===== config.mk =====
export PLATFORM = sky130hd
export DESIGN_NAME = multi_spinner
export DESIGN_NICKNAME = d
export VERILOG_FILES = /design/src/rtl/multi_spinner_pkg.sv /design/src/rtl/spinner_channel.sv /design/src/rtl/multi_spinner.sv
export SDC_FILE = /design/constraint.sdc
export NUM_CORES = 1
export LEC_CHECK = 0
export CAP_MARGIN = 5
export CORE_ASPECT_RATIO = 0.5
export CORE_MARGIN = 2
export CORE_UTILIZATION = 25
export CTS_CLUSTER_DIAMETER = 60
export DETAILED_ROUTE_END_ITERATION = 6
export HOLD_SLACK_MARGIN = 0.15
export PLACE_DENSITY_LB_ADDON = 0.2
export SYNTH_ARGS = -nofsm -noshare
export SYNTH_HDL_FRONTEND = slang
export SYNTH_HIERARCHICAL = 1
export SYNTH_SLANG_ARGS = --single-unit

===== constraint.sdc =====
create_clock -name clock_40 -period 9.75 [get_ports clock_40]
set_clock_uncertainty 0.1 [all_clocks]
set_input_delay 2.4375 -clock clock_40 [delete_from_list [all_inputs] [get_ports clock_40]]
set_output_delay 2.4375 -clock clock_40 [all_outputs]
set_load 0.01 [all_outputs]

===== src/rtl/multi_spinner_pkg.sv =====
`default_nettype none
// +----------------------------------------------------------------------+
// | multi_spinner_pkg                                                    |
// | Shared mode/direction types for the multi-channel spinner.           |
// | Revision: 1.0                                                        |
// +----------------------------------------------------------------------+
package multi_spinner_pkg;

  typedef enum logic [1:0] {
    MODE_WRAP     = 2'b00,
    MODE_CLAMP    = 2'b01,
    MODE_ANALOG   = 2'b10,
    MODE_RECENTRE = 2'b11
  } mode_e;

  typedef enum logic [1:0] {
    DIR_NONE  = 2'd0,
    DIR_LEFT  = 2'd1,
    DIR_RIGHT = 2'd2
  } dir_e;

  // Opposing buttons cancel out, so only a single pressed side is a request.
  function automatic dir_e f_dir_request(input logic left, input logic right);
    if (right && !left) return DIR_RIGHT;
    if (left && !right) return DIR_LEFT;
    return DIR_NONE;
  endfunction

endpackage
`default_nettype wire


===== src/rtl/spinner_channel.sv =====
`default_nettype none
// +----------------------------------------------------------------------+
// | spinner_channel                                                      |
// | One spinner channel: direction/step FSM plus the value register.     |
// | Revision: 1.0                                                        |
// +----------------------------------------------------------------------+
module spinner_channel
  import multi_spinner_pkg::*;
#(
  parameter int WIDTH      = 8,
  parameter int STEP_MAX   = 8,
  parameter int STEP_FIXED = 1,
  parameter int MIN_VAL    = 0,
  parameter int MAX_VAL    = (1 << WIDTH) - 1,
  parameter int CENTER     = 1 << (WIDTH - 1)
) (
  input  logic             clk_sys,
  input  logic             rst_n,
  input  logic             i_tick,
  input  logic             i_left,
  input  logic             i_right,
  input  logic             i_acc,
  input  logic             i_enable,
  input  logic [1:0]       i_mode,
  input  logic [7:0]       i_analog,
  output logic [WIDTH-1:0] o_value
);

  localparam int c_SW = WIDTH + 2;
  // Analog path needs room for the 8-bit stick even on narrow channels.
  localparam int c_AW = (c_SW > 10) ? c_SW : 10;

  localparam logic signed [c_AW-1:0] c_MIN_S    = c_AW'(MIN_VAL);
  localparam logic signed [c_AW-1:0] c_MAX_S    = c_AW'(MAX_VAL);
  localparam logic signed [c_AW-1:0] c_CENTER_S = c_AW'(CENTER);
  localparam logic signed [c_AW-1:0] c_ONE_S    = c_AW'(1);
  localparam logic [WIDTH-1:0]       c_CENTER_V = WIDTH'(CENTER);
  localparam logic [WIDTH-1:0]       c_STEP_MAX = WIDTH'(STEP_MAX);
  localparam logic [WIDTH-1:0]       c_STEP_FIX = WIDTH'(STEP_FIXED);
  localparam logic [WIDTH-1:0]       c_ONE      = WIDTH'(1);

  dir_e                    r_dir;
  dir_e                    w_dir_nxt;
  dir_e                    w_dir_req;
  mode_e                   w_mode;
  logic [WIDTH-1:0]        r_step;
  logic [WIDTH-1:0]        w_step_nxt;
  logic [WIDTH-1:0]        w_step_use;
  logic [WIDTH-1:0]        r_value;
  logic [WIDTH-1:0]        w_value_nxt;
  logic signed [c_SW-1:0]  w_delta;
  logic signed [c_SW-1:0]  w_sum;
  logic signed [c_AW-1:0]  w_sum_ext;
  logic signed [c_AW-1:0]  w_cur;
  logic signed [c_AW-1:0]  w_recentre;
  logic signed [c_AW-1:0]  w_analog_tgt;
  logic signed [7:0]       w_analog_half;

  function automatic logic [WIDTH-1:0] f_clamp(input logic signed [c_AW-1:0] v);
    if (v < c_MIN_S) return c_MIN_S[WIDTH-1:0];
    if (v > c_MAX_S) return c_MAX_S[WIDTH-1:0];
    return v[WIDTH-1:0];
  endfunction

  always_ff @(posedge clk_sys or negedge rst_n) begin
    if (!rst_n) begin
      r_dir   <= DIR_NONE;
      r_step  <= c_ONE;
      r_value <= c_CENTER_V;
    end else if (i_tick) begin
      r_dir   <= w_dir_nxt;
      r_step  <= w_step_nxt;
      r_value <= w_value_nxt;
    end
  end

  always_comb begin
    w_mode     = mode_e'(i_mode);
    w_dir_req  = f_dir_request(i_left, i_right);
    w_dir_nxt  = r_dir;
    w_step_nxt = r_step;
    w_step_use = '0;
    w_delta    = '0;

    if (!i_enable) begin
      w_dir_nxt = DIR_NONE;
    end else if (w_dir_req == DIR_NONE) begin
      w_dir_nxt  = DIR_NONE;
      w_step_nxt = c_ONE;
    end else begin
      if (!i_acc)                    w_step_use = c_STEP_FIX;
      else if (w_dir_req != r_dir)   w_step_use = c_ONE;
      else if (r_step >= c_STEP_MAX) w_step_use = c_STEP_MAX;
      else                           w_step_use = r_step + c_ONE;
      w_step_nxt = w_step_use;
      w_dir_nxt  = w_dir_req;
      w_delta    = (w_dir_req == DIR_RIGHT) ? $signed({2'b00, w_step_use})
                                            : -$signed({2'b00, w_step_use});
    end
  end

  always_comb begin
    w_sum         = $signed({2'b00, r_value}) + w_delta;
    w_sum_ext     = c_AW'(w_sum);
    w_cur         = {{(c_AW - WIDTH){1'b0}}, r_value};
    w_analog_half = $signed(i_analog) >>> 1;
    w_analog_tgt  = c_CENTER_S + c_AW'(w_analog_half);

    if (w_cur < c_CENTER_S)      w_recentre = w_cur + c_ONE_S;
    else if (w_cur > c_CENTER_S) w_recentre = w_cur - c_ONE_S;
    else                         w_recentre = w_cur;

    w_value_nxt = r_value;
    if (i_enable) begin
      case (w_mode)
        MODE_WRAP:     w_value_nxt = w_sum[WIDTH-1:0];
        MODE_CLAMP:    w_value_nxt = f_clamp(w_sum_ext);
        MODE_ANALOG:   w_value_nxt = (i_analog != 8'd0) ? f_clamp(w_analog_tgt)
                                                        : f_clamp(w_sum_ext);
        MODE_RECENTRE: w_value_nxt = (w_delta != '0) ? f_clamp(w_sum_ext)
                                                     : f_clamp(w_recentre);
        default:       w_value_nxt = r_value;
      endcase
    end
  end

  assign o_value = r_value;

endmodule
`default_nettype wire


===== src/rtl/multi_spinner.sv =====
`default_nettype none
// +----------------------------------------------------------------------+
// | multi_spinner                                                        |
// | Frame-strobed multi-channel spinner/paddle position generator.       |
// | Revision: 1.0                                                        |
// +----------------------------------------------------------------------+
module multi_spinner
  import multi_spinner_pkg::*;
#(
  parameter int CHANNELS   = 4,
  parameter int WIDTH      = 8,
  parameter int STEP_MAX   = 8,
  parameter int STEP_FIXED = 1,
  parameter int MIN_VAL    = 0,
  parameter int MAX_VAL    = (1 << WIDTH) - 1,
  parameter int CENTER     = 1 << (WIDTH - 1)
) (
  input  logic                      clock_40,
  input  logic                      reset_n,
  input  logic                      ctc_zc_to_2,
  input  logic [CHANNELS-1:0]       btn_left,
  input  logic [CHANNELS-1:0]       btn_right,
  input  logic [CHANNELS-1:0]       btn_acc,
  input  logic [CHANNELS-1:0]       use_spinner,
  input  logic [2*CHANNELS-1:0]     mode,
  input  logic [8*CHANNELS-1:0]     analog,
  output logic [WIDTH*CHANNELS-1:0] spin_angle,
  output logic                      update
);

  // Edges reaching the detector before this many post-reset clocks are ignored.
  localparam logic [2:0] c_GUARD = 3'd4;

  logic [1:0] r_sync;
  logic       r_prev;
  logic [2:0] r_guard;
  logic       r_tick;
  logic       r_update;

  always_ff @(posedge clock_40 or negedge reset_n) begin
    if (!reset_n) begin
      r_sync   <= 2'b00;
      r_prev   <= 1'b0;
      r_guard  <= 3'd0;
      r_tick   <= 1'b0;
      r_update <= 1'b0;
    end else begin
      r_sync   <= {r_sync[0], ctc_zc_to_2};
      r_prev   <= r_sync[1];
      if (r_guard != c_GUARD) r_guard <= r_guard + 3'd1;
      r_tick   <= r_sync[1] & ~r_prev & (r_guard == c_GUARD);
      r_update <= r_tick;
    end
  end

  assign update = r_update;

  for (genvar g = 0; g < CHANNELS; g++) begin : g_channel
    spinner_channel #(
      .WIDTH      (WIDTH),
      .STEP_MAX   (STEP_MAX),
      .STEP_FIXED (STEP_FIXED),
      .MIN_VAL    (MIN_VAL),
      .MAX_VAL    (MAX_VAL),
      .CENTER     (CENTER)
    ) u_channel (
      .clk_sys  (clock_40),
      .rst_n    (reset_n),
      .i_tick   (r_tick),
      .i_left   (btn_left[g]),
      .i_right  (btn_right[g]),
      .i_acc    (btn_acc[g]),
      .i_enable (use_spinner[g]),
      .i_mode   (mode[2*g +: 2]),
      .i_analog (analog[8*g +: 8]),
      .o_value  (spin_angle[WIDTH*g +: WIDTH])
    );
  end

endmodule
`default_nettype wire


==> impl_metrics.env, run 1 <==
export IMPL_drive_gt1_share_pct=8.45
export IMPL_ir_drop_mv=0.0790
export IMPL_netlist_top_cell_by_area="dfrtp_1"
export IMPL_path_clk_slew_ps=70
export IMPL_cts_hold_buffers=0
export IMPL_tightestPinTransition_ps=770
export IMPL_synth_flop_cell="dfrtp_1"
export IMPL_worstHoldStart="r_sync[0]$_DFF_PN0_"
export IMPL_ys_seq_area_share_pct=22.5
export IMPL_synth_top_family_by_area="compound AO/OA/AOI/OAI gates"
export IMPL_syn_inst=1100
export IMPL_core_area_um2=34800
export IMPL_fp_dieH_um=138
export IMPL_io_buffers=91
export IMPL_synthAdderAreaFrac_pct=10.7
export IMPL_synth_xor_area_share_pct=5.44
export IMPL_grt_start_max_net_pins=43
export IMPL_fillerInstances=3739
export IMPL_critPathCapture="g_channel[3].u_channel/o_value[5]$_DFFE_PN0P_"
export IMPL_synth_compound_area_share_pct=27.7
export IMPL_arrival_ps=7380
export IMPL_avgRoutedWirePerCell_um=16.8
export IMPL_htreeDepth=3
export IMPL_worstSetupPathType="in -> reg"
export IMPL_design_area_um2=10600
export IMPL_yosys_top_cells_count="nand2_1, nor2_1, dfrtp_1"
export IMPL_synth_area_leaders="dfrtp_1, ha_1, nand2_1"
export IMPL_dr_total_vias=8755
export IMPL_finalCritPeriodShare_pct=74.1
export IMPL_timing_rr_start="g_channel[2].u_channel/r_step[0]$_DFFE_PN1P_"
export IMPL_cts_tree="done"
export IMPL_post_layout_nonfiller_instances=1648
export IMPL_synth_cell_types=97
export IMPL_synth_seq_cells=80
export IMPL_ctsResizeCount=0
export IMPL_place_congestion=0.938
export IMPL_antenna_found_initial=1
export IMPL_power_static_leakage_nw=4.24
export IMPL_synth_edf_count=0
export IMPL_area_growth_pct=18.1
export IMPL_clock_path_buffers=2
export IMPL_dp_cells=1631
export IMPL_initial_core_util_pct=25.7
export IMPL_cp_start_kind="input pin"
export IMPL_yosys_warnings=6
export IMPL_hpwlAfterDp_mm=20.9
export IMPL_routed_wl_mm=27.7
export IMPL_clockRootBuffer="clkbuf_16"
export IMPL_cts_sinks=80
export IMPL_grt_pass1_vias=8460
export IMPL_multi_input_area_um2=6450
export IMPL_overflow=0
export IMPL_async_reset_ff_share_pct=100
export IMPL_crit_fanout=7
export IMPL_status="complete, no violations"
export IMPL_maxCapViolations=0
export IMPL_cp_data_required_time_ps=9900
export IMPL_boundaryPins=92
export IMPL_post_cts_buffers=0
export IMPL_slew_headroom_pct=48.5
export IMPL_grt_usage_pct=14.7
export IMPL_drc=0
export IMPL_setup_violations=0
export IMPL_cts_buffers=9
export IMPL_fp_row_count=48
export IMPL_first_iter_violations=663
export IMPL_synthSimpleGateAreaFrac_pct=26.6
export IMPL_drv_slew=0
export IMPL_dpl_cell_area_um2=10200
export IMPL_holdCritPathClass="reg -> reg"
export IMPL_timing_fmax_mhz=138
export IMPL_finalSetupTns_ps=0
export IMPL_nNetsFinal=1300
export IMPL_clock_latency_ps=350
export IMPL_syn_area_per_cell_um2=8.13
export IMPL_rsz0062_at_grt="false"
export IMPL_synth_top_area_share_pct=20.2
export IMPL_hold_viol=0
export IMPL_seq_area_um2=2010
export IMPL_syn_nets=1233
export IMPL_r2r_setup_slack_ps=4930
export IMPL_yosys_mux_area_fraction_pct=1.65
export IMPL_worstRegToRegCells=16
export IMPL_dr_pass1_iters=5
export IMPL_crit_start="btn_left[3]"
export IMPL_grt_pass1_wl_mm=44.6
export IMPL_hold_path_depth=0
export IMPL_end_kind="flop"
export IMPL_post_synth_top_count_cell="nand2_1"
export IMPL_viasPerCell=5.31
export IMPL_die_area_um2=37400
export IMPL_ant_nets=0
export IMPL_p_per_area_nw_per_um2=195
export IMPL_die_x_um=271
export IMPL_syn_area_um2=8940
export IMPL_reg2reg_to="g_channel[2].u_channel/o_value[7]$_DFFE_PN1P_"
export IMPL_min_period_ps=7230
[layout by cell type, fill, tap and decap left out, types with 12 or more instances in the layout]
master and n:
a21o_1 12, nand3_1 31, and2_1 27, a31oi_1 16
or4_1 12, nand2_1 98, nor2_1 76, or2_2 12
dfrtp_1 72, and3_1 12, nand4_1 12, o211ai_1 13
ha_1 70, a21oi_1 69, o21ai_0 69, o21a_1 13
nand2b_1 22, nor3_1 35, inv_1 62, nand3b_1 12
xnor2_1 36, o22ai_1 27, nor2b_1 19, clkdlybuf4s50_1 90
[area by class of cell]
cell class | instances | area share (%)
Clock buffer | 10 | 2.26
Tap cell | 475 | 5.63
Sequential cell | 80 | 19.1
Inverter | 63 | 2.24
Timing Repair Buffer | 94 | 8.82
Multi-Input combinational cell | 919 | 61.1
Clock inverter | 6 | 0.865
Antenna cell | 1 | 0.0237
[power breakdown]
group / switching, W / leakage (nW) / internal (W)
Clock: 0.000158 / 0.163 / 0.000233
Sequential: 0.000178 / 1.01 / 0.000398
Combinational: 0.000595 / 3.06 / 0.000497
Total: 0.000932 / 4.24 / 0.00113
[stage by stage]
stage / hold WS [ps] / worst slack, ps / util [%] / total power, W
floorplan: 231 / 3160 / - / 0.00126
global placement: 241 / 2300 / 29.3 / 0.00166
detailed placement: 237 / 2210 / 29.3 / 0.00165
CTS: 253 / 2590 / 30.3 / 0.00206
global route: 268 / 2150 / 30.3 / 0.00222
finish: 250 / 2520 / 30.3 / 0.00206
[state kept, by name, indices dropped and copies added (netlist names)]
signal	flops
g_channel.u_channel/o_value	32
g_channel.u_channel/r_step	32
g_channel.u_channel/r_dir	8
r_guard	3
r_sync	2
r_prev	1
r_tick	1
update	1
[routing by layer]
metal	track usage [%]	vias up	part of all wire, %
li1	-	4258	-
met1	19.4	4211	46
met2	24.5	238	47
met3	2.21	48	4.4
met5	0	-	0
met4	5.19	0	2.2
[critical path, cell delays in order]
cell             delay [ps]
clkdlybuf4s50_1         510
inv_1                    60
ha_1                    340
xnor2_4                 240
nand3_4                 130
a21oi_1                 290
ha_1                    300
nor2_1                   80
or4_4                   450
a21oi_4                 200
ha_1                    290
nor2b_1                 160
o31a_1                  280
o211a_1                 260
nor3_1                  500
nor2_1                  230
o21ai_0                 280
o311ai_0                140
o21a_1                  200
[cell families (layout without fill, tap and decap cells)]
| kind of cell | count (synthesis) | count (layout) |
|---|---|---|
| simple gates | 430 | 430 |
| compound gates | 351 | 351 |
| buf+inv | 101 | 173 |
| flops | 80 | 80 |
| fa+ha+maj | 74 | 74 |
| xor+xnor | 50 | 50 |
| mux | 14 | 14 |
| other cells | 0 | 1 |
[how the worst min path moves through the flow]
stage,to,slack [ps]
after floorplan,r_sync[1]$_DFF_PN0_,230
after global placement,r_sync[1]$_DFF_PN0_,240
after detailed placement,r_sync[1]$_DFF_PN0_,240
after CTS,r_sync[1]$_DFF_PN0_,250
after global routing,r_sync[1]$_DFF_PN0_,270
final,r_sync[1]$_DFF_PN0_,250
(Power assumes the default switching activity.)
==> run 2: changes to the inputs <==
Clock period 9.75 ns to 7.2 ns, I/O delays scaled along.
==> run 2 against run 1 <==
Net effect:
- the flow now finishes with violations (design-rule violations)
- sequential power grew 34%
- cell count grew 0.18%
- register-to-register slack lost 2600 ps
- die area is the same
- total power grew 35%
- sequential share of layout area is essentially flat
- clock power grew 36%
- critical endpoint is now g_channel[2].u_channel/o_value[7]$_DFFE_PN1P_
==> impl_metrics.env, run 2 (synthesis results as in run 1) <==
export IMPL_status="finished, violations left"
export IMPL_violations="design-rule violations"
export IMPL_drive_gt1_share_pct=8.68
export IMPL_drv_slew=0
export IMPL_clock_latency_ps=350
export IMPL_grt_start_max_net_pins=43
export IMPL_cp_start_kind="input pin"
export IMPL_avgRoutedWirePerCell_um=16.5
export IMPL_wl_met1_mm=12.7
export IMPL_fp_dieH_um=138
export IMPL_dr_total_vias=8573
export IMPL_intPower_w=0.00153
export IMPL_layout_common_cells="nand2_1, clkdlybuf4s50_1, nor2_1, dfrtp_1, ha_1"
export IMPL_ctsResizeCount=0
export IMPL_p_total_w=0.00278
export IMPL_io_buffers=91
export IMPL_antenna_found_initial=1
export IMPL_post_cts_buffers=0
export IMPL_pwr_share_seq_pct=27.8
export IMPL_fp_row_count=48
export IMPL_nNetsFinal=1303
export IMPL_end_kind="flop"
export IMPL_min_period_ps=6630
export IMPL_crit_fanout=8
export IMPL_finalSetupTns_ps=0
export IMPL_final_common_cell="nand2_1"
export IMPL_core_area_um2=34800
export IMPL_wl_met2_mm=13.2
export IMPL_crit_start="btn_left[2]"
export IMPL_tightestPinTransition_ps=770
export IMPL_place_congestion=0.888
export IMPL_drc=2
export IMPL_die_area_um2=37400
export IMPL_holdCritPathClass="reg -> reg"
export IMPL_top_layer_used="met4"
export IMPL_maxCapViolations=0
export IMPL_dr_pass1_iters=7
export IMPL_area_growth_pct=18.3
export IMPL_htreeDepth=3
export IMPL_ant_nets=0
export IMPL_p_per_area_nw_per_um2=263
export IMPL_cp_data_required_time_ps=7380
export IMPL_p_switching_w=0.00125
export IMPL_p_clk_share_pct=19.2
export IMPL_finalCritPeriodShare_pct=92.1
export IMPL_die_x_um=271
export IMPL_timing_final_ws_setup_ps=566
export IMPL_cts_sinks=80
export IMPL_pwr_share_comb_pct=53.0
export IMPL_power_static_leakage_nw=4.25
export IMPL_grt_pass1_wl_mm=44.0
export IMPL_overflow=0
export IMPL_pre_cts_ws_ps=232
export IMPL_cts_tree="done"
export IMPL_route_met3_wl_um=997
export IMPL_grt_pass1_vias=8330
export IMPL_path_clk_slew_ps=70
export IMPL_viasPerCell=5.19
export IMPL_worstHoldStart="r_sync[0]$_DFF_PN0_"
export IMPL_fin_util_pct=30.4
export IMPL_cts_buffers=9
export IMPL_sw_frac_of_total_pct=45.1
export IMPL_clock_path_buffers=2
export IMPL_hold_viol=0
export IMPL_slew_headroom_pct=48.6
export IMPL_setup_violations=0
export IMPL_timing_rr_start="g_channel[2].u_channel/r_step[0]$_DFFE_PN1P_"
export IMPL_routed_wl_mm=27.3
export IMPL_arrival_ps=6810
export IMPL_first_iter_violations=652
export IMPL_grt_usage_pct=14.5
export IMPL_timing_fmax_mhz=151
export IMPL_initial_core_util_pct=25.7
export IMPL_cts_hold_buffers=0
export IMPL_boundaryPins=92
export IMPL_hpwlAfterDp_mm=20.7
export IMPL_clockRootBuffer="clkbuf_16"
export IMPL_rsz0062_at_grt="false"
export IMPL_ir_drop_mv=0.121
export IMPL_worstSetupPathType="in -> reg"
==> run 2: metrics by stage <==
step | hold WS (ps) | cells | instance area (µm²)
after detailed placement | 242 | 1634 | 10200
after CTS | 258 | 1650 | 10600
after global placement | 241 | 1634 | 10200
after global routing | 264 | 1651 | 10600
after floorplan | 231 | 1100 | 8940
final | 254 | 1651 | 10600
==> run 2: power groups by stage <==
| stage | logic [W] | registers, W | clock network [W] |
|---|---|---|---|
| detailed placement | 0.00145 | 0.000781 | 0 |
| floorplan | 0.00100 | 0.000710 | 0 |
| finish | 0.00147 | 0.000773 | 0.000533 |
| global route | 0.00162 | 0.000795 | 0.000573 |
| CTS | 0.00146 | 0.000773 | 0.000559 |
| global placement | 0.00144 | 0.000782 | 0 |
==> run 2: final cells by class <==
| cell class | count | area (µm²) |
|---|---|---|
| flip-flops and latches | 80 | 2010 |
| well taps | 475 | 594 |
| clock inverters | 7 | 103 |
| fillers | 3669 | 24300 |
| multi-input cells | 919 | 6450 |
| inverters | 63 | 236 |
| repair buffers | 97 | 953 |
| diodes | 1 | 2.50 |
| clock buffers | 9 | 225 |
==> run 2: final timing paths <==
kind,endpoint,slack (ps),cells after the start
worst min-delay path,r_sync[1]$_DFF_PN0_,250,0
max in group asynchronous,g_channel[2].u_channel/o_value[7]$_DFFE_PN1P_,4640,2
worst max-delay path,g_channel[2].u_channel/o_value[7]$_DFFE_PN1P_,570,19
worst min register to register,r_sync[1]$_DFF_PN0_,250,0
worst max register to register,g_channel[2].u_channel/o_value[7]$_DFFE_PN1P_,2330,16
min in group asynchronous,g_channel[3].u_channel/o_value[0]$_DFFE_PN0P_,1330,1
==> run 2: worst max-delay path, cell delays in order <==
cell	delay, ps
clkdlybuf4s50_1	510
inv_1	60
ha_1	300
xnor2_2	220
nand3_2	180
a21oi_1	220
ha_1	260
nor2_1	70
or4_1	500
a21oi_2	260
ha_1	330
nor2b_1	160
o31a_1	260
or4_1	400
a31oi_1	280
xor2_1	390
a211o_1	220
a221oi_1	80
a211o_1	300
==> run 2: layer usage <==
metal | up-vias | GRT usage, %
li1 | 4243 | -
met2 | 189 | 25.4
met3 | 27 | 2.02
met4 | 0 | 4.03
met1 | 4114 | 18.8
met5 | - | 0
